--- src/rtl/rx_mac_writer.sv ---
// ============================================================================
// rx_mac_writer
// ----------------------------------------------------------------------------
// Purpose:
//   Packs frames arriving from a 64-bit MAC receive interface into a ring
//   buffer of 2^AW qwords. Each frame occupies one header qword at start
//   address S followed by its payload qwords at S+1, S+2, ... (mod 2^AW).
//   The header is {byte_count[31:0], frames_received_before_commit[31:0]}
//   and is written only after the frame ends good. At that point the
//   committed write pointer is advanced past the frame.
//   One ring slot is always left empty so that a full ring can be told
//   apart from an empty one. Frames that end bad, overflow MAX_QW qwords or
//   run into uncommitted-consumer space are dropped without touching the
//   committed pointer.
//
// Parameters:
//   AW      ring address width in qwords (2^AW entries)
//   MAX_QW  largest accepted payload in qwords; longer frames are dropped
//
// Ports:
//   clk                      in   sole clock, rising edge
//   reset                    in   asynchronous active-high reset
//   rx_data[63:0]            in   MAC data, byte 0 in [7:0]
//   rx_data_valid[7:0]       in   contiguous byte enables from bit 0
//   rx_good_frame            in   pulse: frame ended OK
//   rx_bad_frame             in   pulse: frame ended with error
//   wr_addr[AW-1:0]          out  memory write address (registered)
//   wr_data[63:0]            out  memory write data (registered)
//   wr_en                    out  memory write strobe (registered)
//   commited_rd_addr[AW-1:0] in   consumer's released address
//   commited_wr_addr[AW-1:0] out  first address after last committed frame
//   commited_wr_addr_change  out  pulse when commited_wr_addr updates
//   frames_received[31:0]    out  saturating count of committed frames
//   frames_dropped[31:0]     out  saturating count of dropped frames
// ============================================================================
module rx_mac_writer #(
    parameter int AW     = 9,
    parameter int MAX_QW = 1200
) (
    input  logic          clk,
    input  logic          reset,
    input  logic [63:0]   rx_data,
    input  logic [7:0]    rx_data_valid,
    input  logic          rx_good_frame,
    input  logic          rx_bad_frame,
    output logic [AW-1:0] wr_addr,
    output logic [63:0]   wr_data,
    output logic          wr_en,
    input  logic [AW-1:0] commited_rd_addr,
    output logic [AW-1:0] commited_wr_addr,
    output logic          commited_wr_addr_change,
    output logic [31:0]   frames_received,
    output logic [31:0]   frames_dropped
);

    // Wide enough to hold MAX_QW+1 so the overflow comparison never wraps.
    localparam int QW_W = $clog2(MAX_QW + 2);

    typedef enum logic [1:0] {
        S_IDLE,
        S_DATA,
        S_HDR,
        S_DROP
    } state_t;

    state_t          r_state, w_state_next;
    logic [AW-1:0]   r_start, w_start_next;
    logic [QW_W-1:0] r_qw, w_qw_next;
    logic [31:0]     r_bytes, w_bytes_next;
    logic [AW-1:0]   r_wr_addr, w_wr_addr_next;
    logic [63:0]     r_wr_data, w_wr_data_next;
    logic            r_wr_en, w_wr_en_next;
    logic [AW-1:0]   r_commit, w_commit_next;
    logic            r_chg, w_chg_next;
    logic [31:0]     r_frx, w_frx_next;
    logic [31:0]     r_fdrop, w_fdrop_next;

    // Frame context seen by the data path. In IDLE a new frame is implicitly
    // starting at the committed pointer with zero counts, so the first word
    // can be processed in the same cycle it arrives.
    logic [AW-1:0]   w_base;
    logic [QW_W-1:0] w_qw_cur;
    logic [31:0]     w_bytes_cur;
    logic [AW-1:0]   w_target;
    logic [3:0]      w_pop;
    logic [31:0]     w_frx_inc;
    logic [31:0]     w_fdrop_inc;

    // Address a may be written unless the slot after it is where the
    // consumer currently stands (keeps one slot permanently empty).
    function automatic logic f_writable(input logic [AW-1:0] a,
                                        input logic [AW-1:0] rd);
        return (a + AW'(1)) != rd;
    endfunction

    assign w_base      = (r_state == S_IDLE) ? r_commit : r_start;
    assign w_qw_cur    = (r_state == S_IDLE) ? '0 : r_qw;
    assign w_bytes_cur = (r_state == S_IDLE) ? '0 : r_bytes;
    assign w_target    = w_base + AW'(1) + AW'(w_qw_cur);
    assign w_frx_inc   = (r_frx == 32'hFFFF_FFFF) ? r_frx : r_frx + 32'd1;
    assign w_fdrop_inc = (r_fdrop == 32'hFFFF_FFFF) ? r_fdrop : r_fdrop + 32'd1;

    always_comb begin
        w_pop = '0;
        for (int i = 0; i < 8; i++) begin
            w_pop = w_pop + {3'b000, rx_data_valid[i]};
        end
    end

    always_comb begin
        w_state_next   = r_state;
        w_start_next   = r_start;
        w_qw_next      = r_qw;
        w_bytes_next   = r_bytes;
        w_wr_en_next   = 1'b0;
        w_wr_addr_next = r_wr_addr;
        w_wr_data_next = r_wr_data;
        w_commit_next  = r_commit;
        w_chg_next     = 1'b0;
        w_frx_next     = r_frx;
        w_fdrop_next   = r_fdrop;

        case (r_state)
            S_IDLE, S_DATA: begin
                if (r_state == S_IDLE) begin
                    w_start_next = r_commit;
                    w_qw_next    = '0;
                    w_bytes_next = '0;
                end
                if (rx_data_valid != 8'h00) begin
                    w_state_next = S_DATA;
                    if (rx_bad_frame) begin
                        // Write suppressed: the frame is being discarded anyway.
                        w_fdrop_next = w_fdrop_inc;
                        w_state_next = S_IDLE;
                    end else if (!f_writable(w_target, commited_rd_addr) ||
                                 (32'(w_qw_cur) >= MAX_QW)) begin
                        // If the frame also ends now, there is nothing left to
                        // wait for in DROP, so account for it immediately.
                        if (rx_good_frame) begin
                            w_fdrop_next = w_fdrop_inc;
                            w_state_next = S_IDLE;
                        end else begin
                            w_state_next = S_DROP;
                        end
                    end else begin
                        w_wr_en_next   = 1'b1;
                        w_wr_addr_next = w_target;
                        w_wr_data_next = rx_data;
                        w_qw_next      = w_qw_cur + QW_W'(1);
                        w_bytes_next   = w_bytes_cur + 32'(w_pop);
                        if (rx_good_frame) begin
                            w_state_next = S_HDR;
                        end
                    end
                end else if (r_state == S_DATA) begin
                    if (rx_bad_frame) begin
                        w_fdrop_next = w_fdrop_inc;
                        w_state_next = S_IDLE;
                    end else if (rx_good_frame) begin
                        w_state_next = S_HDR;
                    end
                end
            end

            S_HDR: begin
                if (f_writable(r_start, commited_rd_addr)) begin
                    w_wr_en_next   = 1'b1;
                    w_wr_addr_next = r_start;
                    w_wr_data_next = {r_bytes, r_frx};
                    w_commit_next  = r_start + AW'(1) + AW'(r_qw);
                    w_chg_next     = 1'b1;
                    w_frx_next     = w_frx_inc;
                end else begin
                    w_fdrop_next = w_fdrop_inc;
                end
                w_state_next = S_IDLE;
            end

            S_DROP: begin
                if (rx_good_frame || rx_bad_frame) begin
                    w_fdrop_next = w_fdrop_inc;
                    w_state_next = S_IDLE;
                end
            end

            default: begin
                w_state_next = S_IDLE;
            end
        endcase
    end

    always_ff @(posedge clk or posedge reset) begin
        if (reset) begin
            r_state   <= S_IDLE;
            r_start   <= '0;
            r_qw      <= '0;
            r_bytes   <= '0;
            r_wr_en   <= 1'b0;
            r_wr_addr <= '0;
            r_wr_data <= '0;
            r_commit  <= '0;
            r_chg     <= 1'b0;
            r_frx     <= '0;
            r_fdrop   <= '0;
        end else begin
            r_state   <= w_state_next;
            r_start   <= w_start_next;
            r_qw      <= w_qw_next;
            r_bytes   <= w_bytes_next;
            r_wr_en   <= w_wr_en_next;
            r_wr_addr <= w_wr_addr_next;
            r_wr_data <= w_wr_data_next;
            r_commit  <= w_commit_next;
            r_chg     <= w_chg_next;
            r_frx     <= w_frx_next;
            r_fdrop   <= w_fdrop_next;
        end
    end

    assign wr_en                   = r_wr_en;
    assign wr_addr                 = r_wr_addr;
    assign wr_data                 = r_wr_data;
    assign commited_wr_addr        = r_commit;
    assign commited_wr_addr_change = r_chg;
    assign frames_received         = r_frx;
    assign frames_dropped          = r_fdrop;

endmodule

--- config.mk ---
export PLATFORM = sky130hd
export DESIGN_NAME = rx_mac_writer
export DESIGN_NICKNAME = d
export VERILOG_FILES = /design/src/rtl/rx_mac_writer.sv
export SDC_FILE = /design/constraint.sdc
export NUM_CORES = 1
export LEC_CHECK = 0
export CELL_PAD_IN_SITES_DETAIL_PLACEMENT = 0
export CELL_PAD_IN_SITES_GLOBAL_PLACEMENT = 1
export CORE_MARGIN = 2
export CORE_UTILIZATION = 43
export CTS_CLUSTER_DIAMETER = 50
export DETAILED_ROUTE_END_ITERATION = 16
export PLACE_DENSITY = 0.84
export SLEW_MARGIN = 20
export SYNTH_ARGS = -nofsm -noshare
export SYNTH_HDL_FRONTEND = slang
export SYNTH_SLANG_ARGS = --single-unit
--- constraint.sdc ---
create_clock -name clk -period 18.7 [get_ports clk]
set_input_delay 1.87 -clock clk [delete_from_list [all_inputs] [get_ports clk]]
set_output_delay 1.87 -clock clk [all_outputs]
set_load 0.005 [all_outputs]
==> metrics.txt <==
Starting Density=a little over two fifths; Seq/Total Area, Yosys=42.9%; Slew @ Worst Pin=926 ps; maximum resistive drop on vdd=around 60 µV; Mapped Area=between 10000 and 15000 µm²; CP startpoint kind=flop; I/O Pins=233; Rel. slew slack=38.3%; Inserted Diodes=0; Synth Register Bits=around 200; cell taking the most area after synthesis=dfrtp_1; DRT Wirelength=approximately 32 mm; worst hold path type=reg2reg; Peak Freq=between 0.15 and 0.2 GHz; Initial DRT Pass Iterations=5; WP data required=between 15000 and 20000 ps; final worst path period share=34.3%; setup bufs post-CTS=0; gr ovfl total=0; clock transition at the registers of the reported paths=60 ps; CTS Buffer Depth=3; fin util=between 50% and 60%; core box area=~27000 µm²; fin cells=around 1800; Power Density=108 nW/µm²; vias in the first global route=roughly 10000; post-detailed-route count of antenna-violating nets=0; TritonCTS Buffers=28; Syn Nets=between 1000 and 1500; ys flop type=dfrtp_1; TritonCTS clock tree=built; number of distinct library cells after synthesis=73; DRT iter0 DRCs=between 800 and 900; status=complete, no violations; drc violations=0; first-pass GRT wire length=between 50 and 60 mm; Slew Limit Fails=0; Synth warnings=0; Leakage=between 6 and 7 nW; Die X-Extent=170 µm; Clk Latency, worst-skew pair=roughly 540 ps; global-route usage over all layers=approximately 22%; skew final=28.6 ps; die area=between 20000 and 30000 µm²; Synth Instances=between 1000 and 1500; Wirelength per Cell=17.6 µm; largest net degree at the start of global routing=around 130; critical path class=reg2reg; Synth Area per Inst=9.29 µm²; Critical Path Sink Type=flop; final setup vio count=0; Final Critical Period=around 6400 ps; via count=between 10000 and 15000; setup TNS=0 ps; CTS resizes=0; row count=60; routability cong.=0.901; Inst Count DP=1785; largest cells by area after synthesis=dfrtp_1, nand2_1, mux2_1, xnor2_1, xor2_1; crit path DAT=6830 ps; top-area cell type share of the netlist area=42.9%; MaxCap Viol Count=0; via-per-instance ratio=5.47; layout cells sized above 1=6.70%; EDFF count, synth=0; cell area after layout=~15000 µm²; initial antenna violation count=1; area delta synth->final=28.9%; Hold Buf Count CTS=0; critical path fanouts, max=48; Die Y=about 170 µm; async set-or-reset flop fraction in the synthesized netlist=100%; fin nets=approximately 1600; I/O Buffers=~230; CTS sink cnt=roughly 200; RSZ-0062 raised after global routing=false; CTS HTree Levels=1; root buf cell=clkbuf_16; final hold violation count=0; area of placed instances=14300 µm²; Setup WS post-layout=about 12000 ps; placed wire-length estimate=roughly 23 mm; Setup WS pre-CTS=around 12000 ps
final timing paths:
path / to / cells after the start / slack, ps / startpoint
worst max-delay path: wr_data[24] / 17 / 12280 / r_state[1]
worst min-delay path: r_qw[10] / 2 / 490 / r_qw[10]
worst max register to register: wr_data[24] / 17 / 12280 / r_state[1]
worst min register to register: r_qw[10] / 2 / 490 / r_qw[10]
max in group asynchronous: r_start[7] / 3 / 15230 / reset
min in group asynchronous: wr_data[21] / 2 / 1960 / reset
area by class of cell:
type                            instances  area (µm²)
Clock buffer                           34         753
Clock inverter                         15         184
Fill cell                            2394       11800
Inverter                               51         199
Multi-Input combinational cell        950        6190
Sequential cell                       202        5050
Tap cell                              341         427
Timing Repair Buffer                  241        2390
per-layer routing:
layer,share of wire [%],GRT usage (%),vias to the layer above
met1,45,30.7,4875
met2,46,36.0,308
met4,2.2,5.35,2
met3,6.6,5.01,48
li1,-,-,4808
met5,0.040,0,-
worst max-delay path, cell delays in order, from the launching register on:
cell and delay [ps]:
dfrtp_1 770, or2_1 570, buf_4 470, nand2_1 120, inv_1 70, ha_1 310
o31a_1 140, o21ai_0 100, a211o_1 170, nand2b_1 80, xnor2_1 570, nand2b_1 110
or4_4 440, and3_1 280, o21a_4 330, nor2_4 640, buf_4 650, mux2_1 390
synthesized netlist by cell type (all sizes together) (6+ instances only):
master  number
nand2      290
dfrtp      202
mux2        83
nor2        54
xnor2       54
xor2        54
inv         51
clkbuf      44
nand3       44
a21oi       40
o21ai       39
nor3        28
nor4        26
ha          24
buf         22
and3        17
or3         16
nand4       15
o31ai       12
mux2i       11
nand2b      10
or4          9
and2         8
o21bai       8
and4         7
nor2b        7
o211ai       7
fa           6
o311ai       6
o41ai        6
flip-flops by register name, indices dropped and copies added (netlist names), named ones only:
name                     cells
commited_wr_addr             9
commited_wr_addr_change      1
frames_dropped              32
frames_received             32
r_bytes                     32
r_qw                        11
r_start                      8
r_state                      2
wr_addr                      9
wr_data                     64
wr_en                        1
through the flow:
stage          hold WS, ps  power, mW
6_report               486       1.65
5_1_grt                509       1.74
4_1_cts                489       1.66
3_5_place_dp           476       1.12
3_3_place_gp           465       1.11
2_1_floorplan          443      0.887
kinds of logic (layout without fill, tap and decap cells):
logic type	after synthesis	in the layout	share of synthesized area, %
xor+xnor	110	110	8.41
fa+ha+maj	30	30	3.57
mux	94	94	8.89
compound gates	174	174	10.2
flops	202	202	42.9
simple gates	542	542	21.2
buf+inv	117	341	4.90
where the power goes:
group / total [mW] / switching, mW / internal, mW / leakage, nW
Clock: 0.530 / 0.202 / 0.328 / 0.453
Combinational: 0.524 / 0.255 / 0.268 / 3.76
Sequential: 0.593 / 0.0861 / 0.507 / 2.58
Total: 1.65 / 0.543 / 1.10 / 6.79
cell usage in the layout, fill, tap and decap left out, drive strengths merged, types with 28 or more instances in the layout:
master         Yosys  final
nand2            290    290
clkdlybuf4s50      0    232
dfrtp            202    202
mux2              83     83
xnor2             54     54
xor2              54     54
nor2              54     54
inv               51     53
nand3             44     44
a21oi             40     40
o21ai             39     39
clkbuf            44     34
nor3              28     28
(Power assumes the default switching activity.)
